$ cat src/rtl/mc_pkg.sv
// Shared definitions for the multicycle MIPS-subset control unit: state encoding,
// opcode/funct values and the ALU code set understood by the downstream ALU.
package mc_pkg;

   typedef enum logic [3:0] {
      FETCH  = 4'd0,
      DECODE = 4'd1,
      EXEC   = 4'd2,
      MEM    = 4'd3,
      WB     = 4'd4,
      BRANCH = 4'd5,
      JUMP   = 4'd6,
      ERR    = 4'd7
   } state_t;

   localparam logic [5:0] OP_RTYPE    = 6'b000000;
   localparam logic [5:0] OP_SPECIAL2 = 6'b011100;
   localparam logic [5:0] OP_ADDI     = 6'b001000;
   localparam logic [5:0] OP_ADDIU    = 6'b001001;
   localparam logic [5:0] OP_SLTI     = 6'b001010;
   localparam logic [5:0] OP_LW       = 6'b100011;
   localparam logic [5:0] OP_SW       = 6'b101011;
   localparam logic [5:0] OP_BEQ      = 6'b000100;
   localparam logic [5:0] OP_J        = 6'b000010;

   localparam logic [2:0] ALU_ARITH = 3'b000;
   localparam logic [2:0] ALU_SLT   = 3'b010;
   localparam logic [2:0] ALU_CNT   = 3'b100;
   localparam logic [2:0] ALU_ADDU  = 3'b101;
   localparam logic [2:0] ALU_ADDS  = 3'b110;

   localparam logic [5:0] FUNCT_SUB = 6'b100010;
   localparam logic [5:0] FUNCT_CLZ = 6'b100000;
   localparam logic [5:0] FUNCT_CLO = 6'b100001;

   // Only CLZ/CLO are implemented in the SPECIAL2 space.
   function automatic logic isSpecial2Funct(input logic [5:0] funct);
      return (funct == FUNCT_CLZ) || (funct == FUNCT_CLO);
   endfunction

endpackage

$ cat src/rtl/mc_mem_timer.sv
// Saturating wait counter for a pending memory request; flags a timeout on the
// cycle that would bring the count up to MEM_WAIT_MAX.
module mc_mem_timer #(
   parameter int MEM_WAIT_MAX = 15
) (
   input  logic clk,
   input  logic rst_n,
   input  logic clear,
   input  logic waiting,
   output logic timeout
);

   localparam int CW = $clog2(MEM_WAIT_MAX + 1);
   localparam logic [CW-1:0] MAX_COUNT  = CW'(MEM_WAIT_MAX);
   localparam logic [CW-1:0] LAST_COUNT = CW'(MEM_WAIT_MAX - 1);

   logic [CW-1:0] waitCount;

   always_ff @(posedge clk or negedge rst_n) begin
      if (!rst_n) begin
         waitCount <= '0;
      end else if (clear) begin
         waitCount <= '0;
      end else if (waiting && (waitCount != MAX_COUNT)) begin
         waitCount <= waitCount + 1'b1;
      end
   end

   assign timeout = waiting && (waitCount >= LAST_COUNT);

endmodule

$ cat src/rtl/mc_control_unit.sv
// Multicycle control FSM: sequences fetch/decode/execute/memory/writeback and
// decodes the current state plus the latched opcode/funct into datapath controls.
module mc_control_unit
   import mc_pkg::*;
#(
   parameter int MEM_WAIT_MAX = 15
) (
   input  logic       clk,
   input  logic       rst_n,
   input  logic [5:0] opcode,
   input  logic [5:0] funct,
   input  logic       zero_flag,
   input  logic       mem_ready,
   output logic       mem_req,
   output logic       mem_we,
   output logic       i_or_d,
   output logic       ir_write,
   output logic       pc_write,
   output logic [1:0] pc_src,
   output logic [2:0] alu_code,
   output logic [5:0] alu_op,
   output logic [1:0] alu_src_b,
   output logic       reg_write,
   output logic       reg_dst,
   output logic       mem_to_reg,
   output logic       illegal_op,
   output logic       bus_error,
   output logic [3:0] state_dbg
);

   state_t state;
   state_t nextState;
   logic   active;
   logic   errByTimeout;
   logic   timeoutErr;
   logic   timeout;
   logic   waiting;

   assign waiting = active && ((state == FETCH) || (state == MEM)) && !mem_ready;

   mc_mem_timer #(.MEM_WAIT_MAX(MEM_WAIT_MAX)) memTimer (
      .clk     (clk),
      .rst_n   (rst_n),
      .clear   (active && (nextState != state)),
      .waiting (waiting),
      .timeout (timeout)
   );

   // Next-state selection; a completed memory response always wins over a timeout.
   always_comb begin
      nextState  = state;
      timeoutErr = 1'b0;
      case (state)
         FETCH: begin
            if (mem_ready) begin
               nextState = DECODE;
            end else if (timeout) begin
               nextState  = ERR;
               timeoutErr = 1'b1;
            end
         end
         DECODE: begin
            if (opcode inside {OP_RTYPE, OP_SPECIAL2, OP_ADDI, OP_ADDIU, OP_SLTI, OP_LW, OP_SW})
               nextState = EXEC;
            else if (opcode == OP_BEQ)
               nextState = BRANCH;
            else if (opcode == OP_J)
               nextState = JUMP;
            else
               nextState = ERR;
         end
         EXEC: begin
            if ((opcode == OP_SPECIAL2) && !isSpecial2Funct(funct))
               nextState = ERR;
            else if ((opcode == OP_LW) || (opcode == OP_SW))
               nextState = MEM;
            else
               nextState = WB;
         end
         MEM: begin
            if (mem_ready) begin
               nextState = (opcode == OP_SW) ? FETCH : WB;
            end else if (timeout) begin
               nextState  = ERR;
               timeoutErr = 1'b1;
            end
         end
         default: nextState = FETCH;
      endcase
   end

   // The FSM holds in FETCH for one edge after reset release so no request is raised early.
   always_ff @(posedge clk or negedge rst_n) begin
      if (!rst_n) begin
         state        <= FETCH;
         active       <= 1'b0;
         errByTimeout <= 1'b0;
      end else if (!active) begin
         active <= 1'b1;
      end else begin
         state        <= nextState;
         errByTimeout <= timeoutErr;
      end
   end

   // Moore decode of state and IR fields; everything stays low until the FSM is active.
   always_comb begin
      mem_req    = 1'b0;
      mem_we     = 1'b0;
      i_or_d     = 1'b0;
      ir_write   = 1'b0;
      pc_write   = 1'b0;
      pc_src     = 2'b00;
      alu_code   = ALU_ARITH;
      alu_op     = 6'b000000;
      alu_src_b  = 2'b00;
      reg_write  = 1'b0;
      reg_dst    = 1'b0;
      mem_to_reg = 1'b0;
      illegal_op = 1'b0;
      bus_error  = 1'b0;
      if (active) begin
         case (state)
            FETCH: begin
               mem_req  = 1'b1;
               ir_write = mem_ready;
               pc_write = mem_ready;
            end
            EXEC: begin
               case (opcode)
                  OP_RTYPE: alu_op = funct;
                  OP_SPECIAL2: begin
                     if (isSpecial2Funct(funct)) begin
                        alu_code = ALU_CNT;
                        alu_op   = funct;
                     end
                  end
                  OP_ADDI: begin
                     alu_code  = ALU_ADDS;
                     alu_src_b = 2'b01;
                  end
                  OP_SLTI: begin
                     alu_code  = ALU_SLT;
                     alu_src_b = 2'b01;
                  end
                  OP_ADDIU, OP_LW, OP_SW: begin
                     alu_code  = ALU_ADDU;
                     alu_src_b = 2'b01;
                  end
                  default: ;
               endcase
            end
            MEM: begin
               mem_req = 1'b1;
               i_or_d  = 1'b1;
               mem_we  = (opcode == OP_SW);
            end
            WB: begin
               reg_write  = 1'b1;
               reg_dst    = (opcode == OP_RTYPE) || (opcode == OP_SPECIAL2);
               mem_to_reg = (opcode == OP_LW);
            end
            BRANCH: begin
               alu_op   = FUNCT_SUB;
               pc_src   = 2'b01;
               pc_write = zero_flag;
            end
            JUMP: begin
               pc_write = 1'b1;
               pc_src   = 2'b10;
            end
            ERR: begin
               bus_error  = errByTimeout;
               illegal_op = !errByTimeout;
            end
            default: ;
         endcase
      end
   end

   assign state_dbg = state;

endmodule

$ cat config.mk
export PLATFORM = sky130hd
export DESIGN_NAME = mc_control_unit
export DESIGN_NICKNAME = d
export VERILOG_FILES = /design/src/rtl/mc_pkg.sv /design/src/rtl/mc_mem_timer.sv /design/src/rtl/mc_control_unit.sv
export SDC_FILE = /design/constraint.sdc
export NUM_CORES = 1
export LEC_CHECK = 0
export ABC_CLOCK_PERIOD_IN_PS = 2710
export CELL_PAD_IN_SITES_DETAIL_PLACEMENT = 0
export CELL_PAD_IN_SITES_GLOBAL_PLACEMENT = 1
export CORE_MARGIN = 3
export CORE_UTILIZATION = 31
export CTS_BUF_LIST = sky130_fd_sc_hd__clkbuf_4 sky130_fd_sc_hd__clkbuf_8
export DETAILED_ROUTE_END_ITERATION = 7
export PLACE_DENSITY_LB_ADDON = 0.1
export SETUP_SLACK_MARGIN = 0.5
export SYNTH_ARGS = -nofsm -noshare
export SYNTH_HDL_FRONTEND = slang
export SYNTH_SLANG_ARGS = --single-unit
$ cat constraint.sdc
create_clock -name clk -period 2.71 [get_ports clk]
set_clock_uncertainty 0.15 [all_clocks]
set_input_delay 0.542 -clock clk [delete_from_list [all_inputs] [get_ports clk]]
set_output_delay 0.542 -clock clk [all_outputs]
set_load 0.02 [all_outputs]
Word level (Yosys, flattened, before mapping)

Cells that the tools add are included.

Word-level logic and storage cells: 93
Output and inout port bits: 27
Register bits: 10
RAM bits: 0
Bits in latches: 0
Memories kept: 0
ROM bits: 0
Input bits: 16

Shifts and indexed selects: 0
Order comparisons: 1
Multiply operators: 0
Bitwise operators: 0
Eq/ne operators: 19
Muxes and demuxes: 48
Reductions and logical operators: 20
Div/mod/pow operators: 0
Add/sub/neg operators: 1

Operator list:

| operator                                                         | number |
|---|---|
| 1-bit 2-to-1 mux                                                 | 26 |
| 6-bit == test (second input constant)                            | 4 |
| 6-bit case mux with 2 select lines                               | 2 |
| 3-bit 2-to-1 mux                                                 | 7 |
| 4-bit 2-to-1 mux                                                 | 5 |
| 6-bit by 4-bit == test with 1-bit output (second input constant) | 3 |
| 4-bit by 3-bit == test with 1-bit output (second input constant) | 4 |
| 4-bit case mux with 4 select lines                               | 1 |
| 6-bit 2-to-1 mux                                                 | 2 |
| 3-bit case mux with 4 select lines                               | 1 |
| 4-bit by 2-bit == test with 1-bit output (second input constant) | 2 |
| 7-bit nonzero test                                               | 1 |
| 6-bit by 2-bit == test with 1-bit output (second input constant) | 1 |
| 6-bit by 3-bit == test with 1-bit output (second input constant) | 1 |
| 6-bit by 5-bit == test with 1-bit output (second input constant) | 1 |
| 1-bit logical AND                                                | 6 |
| 6-bit logical NOT                                                | 1 |
| 5-bit OR reduction                                               | 1 |
| 4-bit by 1-bit adder with 4-bit output (second input constant)   | 1 |
| 4-bit by 1-bit == test with 1-bit output (second input constant) | 1 |
| 4-bit >= comparator (second input constant)                      | 1 |
| 4-bit logical NOT                                                | 1 |
| 1-bit logical OR                                                 | 4 |
| 2-bit 2-to-1 mux                                                 | 2 |
| other kinds (8)                                                  | 10 |

Logic depth before layout (Yosys ltp)

Gate-level depths: netlist (run 1).

Depth after elaboration: 11
Gate-level depth with buffers: 8
Depth with buffers taken out: 8

Cells and area by module

Synthesis (run 1) repeated with hierarchy kept, for this count alone.

Cells, all modules: 139
Area, all modules: 1,069.8 sq um

Modules (own cells, without submodules):

| module          | times used | sequential area each (sq um) | area each (sq um) | cells an instance |
|---|---|---|---|---|
| mc_control_unit | 1          | 150.1                        | 808.3             | 116 |
| mc_mem_timer    | 1          | 100.1                        | 261.5             | 23 |

Worst setup path after synthesis (run 1)

Ideal clock, no wire load.

Path kind: input -> output
From: input funct[1]
To: output alu_op[0]
Path buffers: 0
Data required time: 2.018 ns
Arrival time: 1.833 ns
Stages on the path: 5
Slack: 0.185 ns
Cells stage by stage: nor4_1 and2_1 nand4_1 a2111oi_0 and2_1

Cells in the longest elaborated chain, start to end: 6
Elaborated cells between the ends (all ways): 7
Classes of those cells: 2 x eq/ne; 4 x mux; 1 x reduce/logical

Ends and longest elaborated chain:

| item                                 | line                   | source |
|---|---|---|
| from (decl)                          | mc_control_unit.sv:11  | `input logic [5:0] funct,` |
| 6-bit == test                        | mc_pkg.sv:38           | `return (funct == FUNCT_CLZ) \|\| (funct == FUNCT_CLO);` |
| 1-bit logical OR *                   | mc_pkg.sv:38           |  |
| 6-bit 2-to-1 mux *                   | mc_control_unit.sv:133 | `if (isSpecial2Funct(funct)) begin` |
| 6-bit case mux with 2 select lines * | mc_control_unit.sv:130 | `case (opcode)` |
| 6-bit case mux with 2 select lines * | mc_control_unit.sv:123 | `case (state)` |
| 6-bit 2-to-1 mux *                   | mc_control_unit.sv:122 | `if (active) begin` |
| to (decl)                            | mc_control_unit.sv:21  | `output logic [5:0] alu_op,` |

Every way passes the cells marked *; elsewhere a longest branch is shown, timed or not.

Worst setup path in the final report (run 1)

From: input funct[4]
To: output alu_op[0]

Same word-level chain as after synthesis.

==> flow_summary.ini, run 1 <==
[logic_synthesis]
synth.top_cell.area_share = 0.2320
syn_nets = 163
avgSynthCellArea_um2 = 7.438
netlist_area_um2 = 1079
ys_seq_area_frac = 0.2320
synthTopCellsByArea = dfrtp_1, nor3_1, nor2_1
yosys_warnings = 0
syn-instance-count = 145
yosys.area.top_type = dfrtp_1
ys_ff_latch = 10
yosysUniqueCellTypes = 46

[sta]
setup_viol = 0
fin_crit_sh = 0.9332
maxSlewViolCount = 0
fmax_ghz = 0.3954
rsz0062_at_grt = true
post-route-min-period_ns = 2.529
final_hold_viol_count = 0

[routing]
drt_iter0_markers = 38
wl_per_cell_um = 14.80
ant_nets = 0
drt-total-wl_um = 4308
dr.pass1.iters = 4
viasPerCell = 5.162
vias = 1502
drc = 0

[clock_tree]
cts_tree = yes
cts-root-buf = clkbuf_4
cts_buffers = 3
cts-htree-levels = 1
clock_sinks = 10
max-clock-path-buffers = 2
clk_pin_slew_ns = 0.06
clkLatencyLatePin_ns = 0.27

[setup_path]
slowest_stage = a2111oi_4
r2r_slack_ns = 0.38
worstReg2RegStart = state_dbg[1]
cp-start-kind = input port
worstPathMaxFanout = 2
worst_r2r_path_depth = 7
reg2reg_to = memTimer.waitCount[2]
worstPathArrival_ns = 1.84
worstPathCellList = buf_6 > nor4_4 > and2_4 > nand4_1 > a2111oi_4 > and2_4 > buf_6
endpoint_kind = primary output
slowest_delay_ns = 0.35
required_ns = 2.02
crit_type = in -> out

[power]
ir_worst_vdd_uv = 518.0
power_density_nw_per_um2 = 617.3
power.total_mw = 1.496
leakagePower_nw = 1.112

[placed_design]
gp_congestion = 0.8453
port_buffers = 41
dp.cells = 256
hpwlAfterDp_um = 2912

[global_routing]
overflow = 0
antenna_found_initial = 0
grt_max_degree = 11
grt_pass1_wl_um = 7155
grt_pass1_vias = 1558
track_usage = 0.2146

[layout]
antenna_cells = 0
final_cells = 291
fillers = 225
area_growth_pct = 124.7
drive_gt1_frac = 0.6721
nets = 266

[floorplan]
die_h_um = 64.99
die_w_um = 64.99
die-area_um2 = 4223
pin_count = 43
initial_core_util = 0.3394
num_rows = 20
core-area_um2 = 3178

[status]
status = completed

[flow_run]
cap_violations = 0

[hold_path]
hold_class = in -> async
## layout by cell type, fill, tap and decap left out, types with 2 or more instances in the layout
cell,instances
buf_2,3
and3_4,2
or2_4,2
a21o_1,3
o21ai_1,2
buf_4,54
nand2_2,2
nor2_4,7
conb_1,2
nor3_2,5
or3_4,5
ha_1,2
clkdlybuf4s50_1,5
nand2b_1,2
clkdlybuf4s15_2,2
nor3b_2,2
a21oi_1,7
inv_2,2
nor3_1,2
nor3_4,6
o22ai_1,3
inv_1,5
buf_6,38
nor4_4,2
and2_4,4
buf_8,2
nor2_1,6
or2_2,2
clkbuf_4,4
nand2_1,8
a211oi_2,4
nand2_4,3
xnor2_1,2
dlygate4sd2_1,3
nor2_2,2
o21ai_0,6
nand3_1,4
dfrtp_1,9
## kinds of logic after synthesis
logic type | synth area share
simple gates | 0.3770
buf+inv | 0.08469
compound gates | 0.2517
fa+ha+maj | 0.02320
xor+xnor | 0.02437
other cells | 0.006963
flops | 0.2320
## repair_timing
action | CTS | global route
gates resized for setup | 224 | 31
buffers inserted | 20 | 11
endpoints found under the setup margin | 30 | 28
pin swaps | 31 | 27
hold buffers | 0 | 0
## state kept, by name (all words and copies together) (netlist names)
name                flops
state_dbg               4
memTimer.waitCount      4
errByTimeout            1
active                  1
## metrics by stage
stage / cell area (µm²) / worst slack [ns] / utilization / hold slack, ns / TNS (ns)
after floorplan: 1171 / 0.3252 / - / 0.09641 / 0
after global placement: 1832 / -0.6128 / 0.5764 / 0.3912 / -6.368
after detailed placement: 1832 / -0.6632 / 0.5764 / 0.4306 / -6.795
after CTS: 2223 / 0.09233 / 0.6996 / 0.4389 / 0
after global routing: 2424 / 0.08001 / 0.7626 / 0.4488 / 0
final: 2424 / 0.1810 / 0.7626 / 0.4301 / 0
## layer usage
layer | global-route usage | wire, µm | vias up
met4 | 0.1029 | 126 | 0
li1 | - | - | 727
met5 | 0 | 0 | -
met2 | 0.4023 | 2352 | 59
met3 | 0.01386 | 183 | 16
met1 | 0.2428 | 1646 | 700
## cells in the mapped netlist, drive strengths merged
cell type and count:
a21o 3, nand2b 4, a211oi 4, nand4 1
nor3 13, o2111ai 1, dfrtp 10, a31oi 1
clkbuf 2, a22oi 1, or4 1, and3 2
inv 7, nor3b 2, or2 4, xor2 1
and2 5, o2111a 1, a21boi 1, o311ai 1
o41ai 1, xnor2 2, nand3 5, nor2b 2
ha 2, o31a 1, nand2 13, a2111oi 2
or3 5, buf 8, conb 2, o21ai 8
nor2 15, o22ai 3, nor4 3, a21oi 8
## critical path, delay by kind of cell
family	cells	cell delay, ns
buffers and inverters	2	0.20
AO/OA/AOI/OAI	1	0.35
AND/OR/NAND/NOR	4	0.73
## final cells by class
type / instances / area (µm²) / area share
timing repair buffer: 108 / 989.7 / 0.4084
clock buffer: 4 / 30.03 / 0.01239
sequential: 10 / 251.5 / 0.1038
inverter: 7 / 26.28 / 0.01084
tap: 44 / 55.05 / 0.02272
multi-input combinational: 118 / 1071 / 0.4419
## worst max path at each step
stage | start | endpoint | slack, ns | cells past startpoint
2_1_floorplan | funct[1] | alu_op[5] | 0.33 | 5
3_3_place_gp | funct[1] | alu_op[0] | -0.61 | 7
3_5_place_dp | funct[1] | alu_op[0] | -0.66 | 7
4_1_cts | funct[4] | alu_op[0] | 0.09 | 7
5_1_grt | funct[4] | alu_op[0] | 0.08 | 7
6_report | funct[4] | alu_op[0] | 0.18 | 7
## where the power goes
group / leakage (nW) / internal (mW) / switching, mW
sequential: 0.131 / 0.180 / 0.0343
clock: 0.0184 / 0.0667 / 0.0477
combinational: 0.962 / 0.562 / 0.606
total: 1.11 / 0.808 / 0.688
Note: power is estimated with default switching activity, not from simulation.
==> run 2, diff against run 1 <==
--- a/config.mk
+++ b/config.mk
@@ -12,8 +12,10 @@
 export CORE_UTILIZATION = 31
 export CTS_BUF_LIST = sky130_fd_sc_hd__clkbuf_4 sky130_fd_sc_hd__clkbuf_8
 export DETAILED_ROUTE_END_ITERATION = 7
+export MAX_ROUTING_LAYER = met4
 export PLACE_DENSITY_LB_ADDON = 0.1
 export SETUP_SLACK_MARGIN = 0.5
+export SKIP_LAST_GASP = 1
 export SYNTH_ARGS = -nofsm -noshare
 export SYNTH_HDL_FRONTEND = slang
 export SYNTH_SLANG_ARGS = --single-unit
==> run 2 against run 1 <==
  * Sequential share of layout area stayed put
  * Clock power is essentially flat
  * Count of clock-buffer cells in the layout did not move
  * Die area unchanged
  * Design area unchanged
  * Routed wire length increased by 0.58%
  * Largest power group unchanged
  * Highest routed layer unchanged
==> flow_summary.ini, run 2 (synthesis results as in run 1) <==
[global_routing]
gr-usage-met1 = 0.2439
antenna_found_initial = 0
grt_max_degree = 11
grt_pass1_vias = 1553
overflow = 0
grt_pass1_wl_um = 7162
use_met3 = 0.01386
track_usage = 0.2204
grt.met2_usage = 0.4010
top_usage_layer = met2

[placed_design]
port_buffers = 41
gp_congestion = 0.8585
hpwlAfterDp_um = 2912
postPlaceCellArea_um2 = 1832
post-place-ws_ns = -0.6632
dp.cells = 256

[sta]
fmax_ghz = 0.3954
setup_slack_ns = 0.1810
fin_crit_sh = 0.9332
post-route-min-period_ns = 2.529
rsz0062_at_grt = true
fin_hold_ws_ns = 0.4334
final_hold_viol_count = 0
setup_viol = 0
maxSlewViolCount = 0
setup-tns-final_ns = 0

[setup_path]
slowest_stage = a2111oi_4
crit_type = in -> out
path_delay_family = simple AND/OR/NAND/NOR gates
endpoint_kind = primary output
reg2reg_to = memTimer.waitCount[2]
cp-start-kind = input port
worstReg2RegStart = state_dbg[1]
worstPathMaxFanout = 2
crit_buf_inv = 2
worstPathArrival_ns = 1.84
worst_r2r_path_depth = 7
worstPathCellList = buf_6 > nor4_4 > and2_4 > nand4_1 > a2111oi_4 > and2_4 > buf_6
required_ns = 2.02
r2r_slack_ns = 0.36
slowest_delay_ns = 0.35

[routing]
drc = 0
wl_per_cell_um = 14.89
vias = 1517
viasPerCell = 5.213
ant_nets = 0
dr.pass1.iters = 4
drt-total-wl_um = 4333
drt_iter0_markers = 36

[clock_tree]
clock_sinks = 10
cts_buffers = 3
cts_hold_buf = 0
clkLatencyLatePin_ns = 0.26
cts_tree = yes
max-clock-path-buffers = 2
cts-root-buf = clkbuf_4
cts-htree-levels = 1
clk_pin_slew_ns = 0.06

[floorplan]
die_w_um = 64.99
core-area_um2 = 3178
initial_core_util = 0.3394
num_rows = 20
pin_count = 43
die-area_um2 = 4223
die_h_um = 64.99

[power]
ir_worst_vdd_uv = 520.2
pwr-share-comb = 0.780
power_density_nw_per_um2 = 617.8
leakagePower_nw = 1.112
power_switching_mw = 0.6891
seq_power_share = 0.144
clkPwrFrac = 0.076
p_int_mw = 0.8082
p_sw_frac = 0.4602

[layout]
final_common_cell = buf_4
stdcell_area_um2 = 2424
area_growth_pct = 124.7
final_cells = 291
final_cell_mix = buf_4, buf_6, dfrtp_1, nand2_1
nets = 266
antenna_cells = 0
drive_gt1_frac = 0.6721

[status]
status = completed

[hold_path]
hold_class = in -> async

[flow_run]
cap_violations = 0
## run 2: cell counts in the layout (fill, tap and decap cells not counted)
No cell type changed its count.
## run 2: worst max-delay path by stage
stage                   from        end  slack [ns]  cells after the start
finish              funct[4]  alu_op[0]        0.18                      7
global route        funct[4]  alu_op[0]        0.08                      7
CTS                 funct[4]  alu_op[0]        0.09                      7
detailed placement  funct[1]  alu_op[0]       -0.66                      7
global placement    funct[1]  alu_op[0]       -0.61                      7
floorplan           funct[1]  alu_op[5]        0.33                      5
## run 2: final cells by class
type | instances | area, µm²
clock buffer | 4 | 30.03
tap | 44 | 55.05
fill | 225 | 754.5
timing repair buffer | 108 | 989.7
inverter | 7 | 26.28
sequential | 10 | 251.5
multi-input combinational | 118 | 1071
## run 2: per-stage QoR
step | power [mW] | util
CTS | 1.363 | 0.6996
finish | 1.497 | 0.7626
detailed placement | 0.9840 | 0.5764
floorplan | 0.6448 | -
global placement | 0.9702 | 0.5764
global route | 1.591 | 0.7626
## run 2: power by group through the flow
stage / logic [mW] / clock network, mW / registers [mW]
2_1_floorplan: 0.413 / 0 / 0.232
3_3_place_gp: 0.758 / 0 / 0.212
3_5_place_dp: 0.770 / 0 / 0.214
4_1_cts: 1.03 / 0.119 / 0.210
5_1_grt: 1.24 / 0.130 / 0.219
6_report: 1.17 / 0.114 / 0.215
## run 2: repair_timing
item / 4_1_cts / 5_1_grt
endpoints found under the setup margin: 30 / 28
buffers inserted: 20 / 11
pin swaps: 31 / 27
resized for setup: 224 / 31
cloned: 0 / 0
## run 2: per-layer routing
| metal | routed length [µm] | part of all wire |
|---|---|---|
| met1 | 1711 | 0.39 |
| met2 | 2344 | 0.54 |
| met3 | 157 | 0.036 |
| met4 | 121 | 0.028 |
| met5 | 0 | 0 |
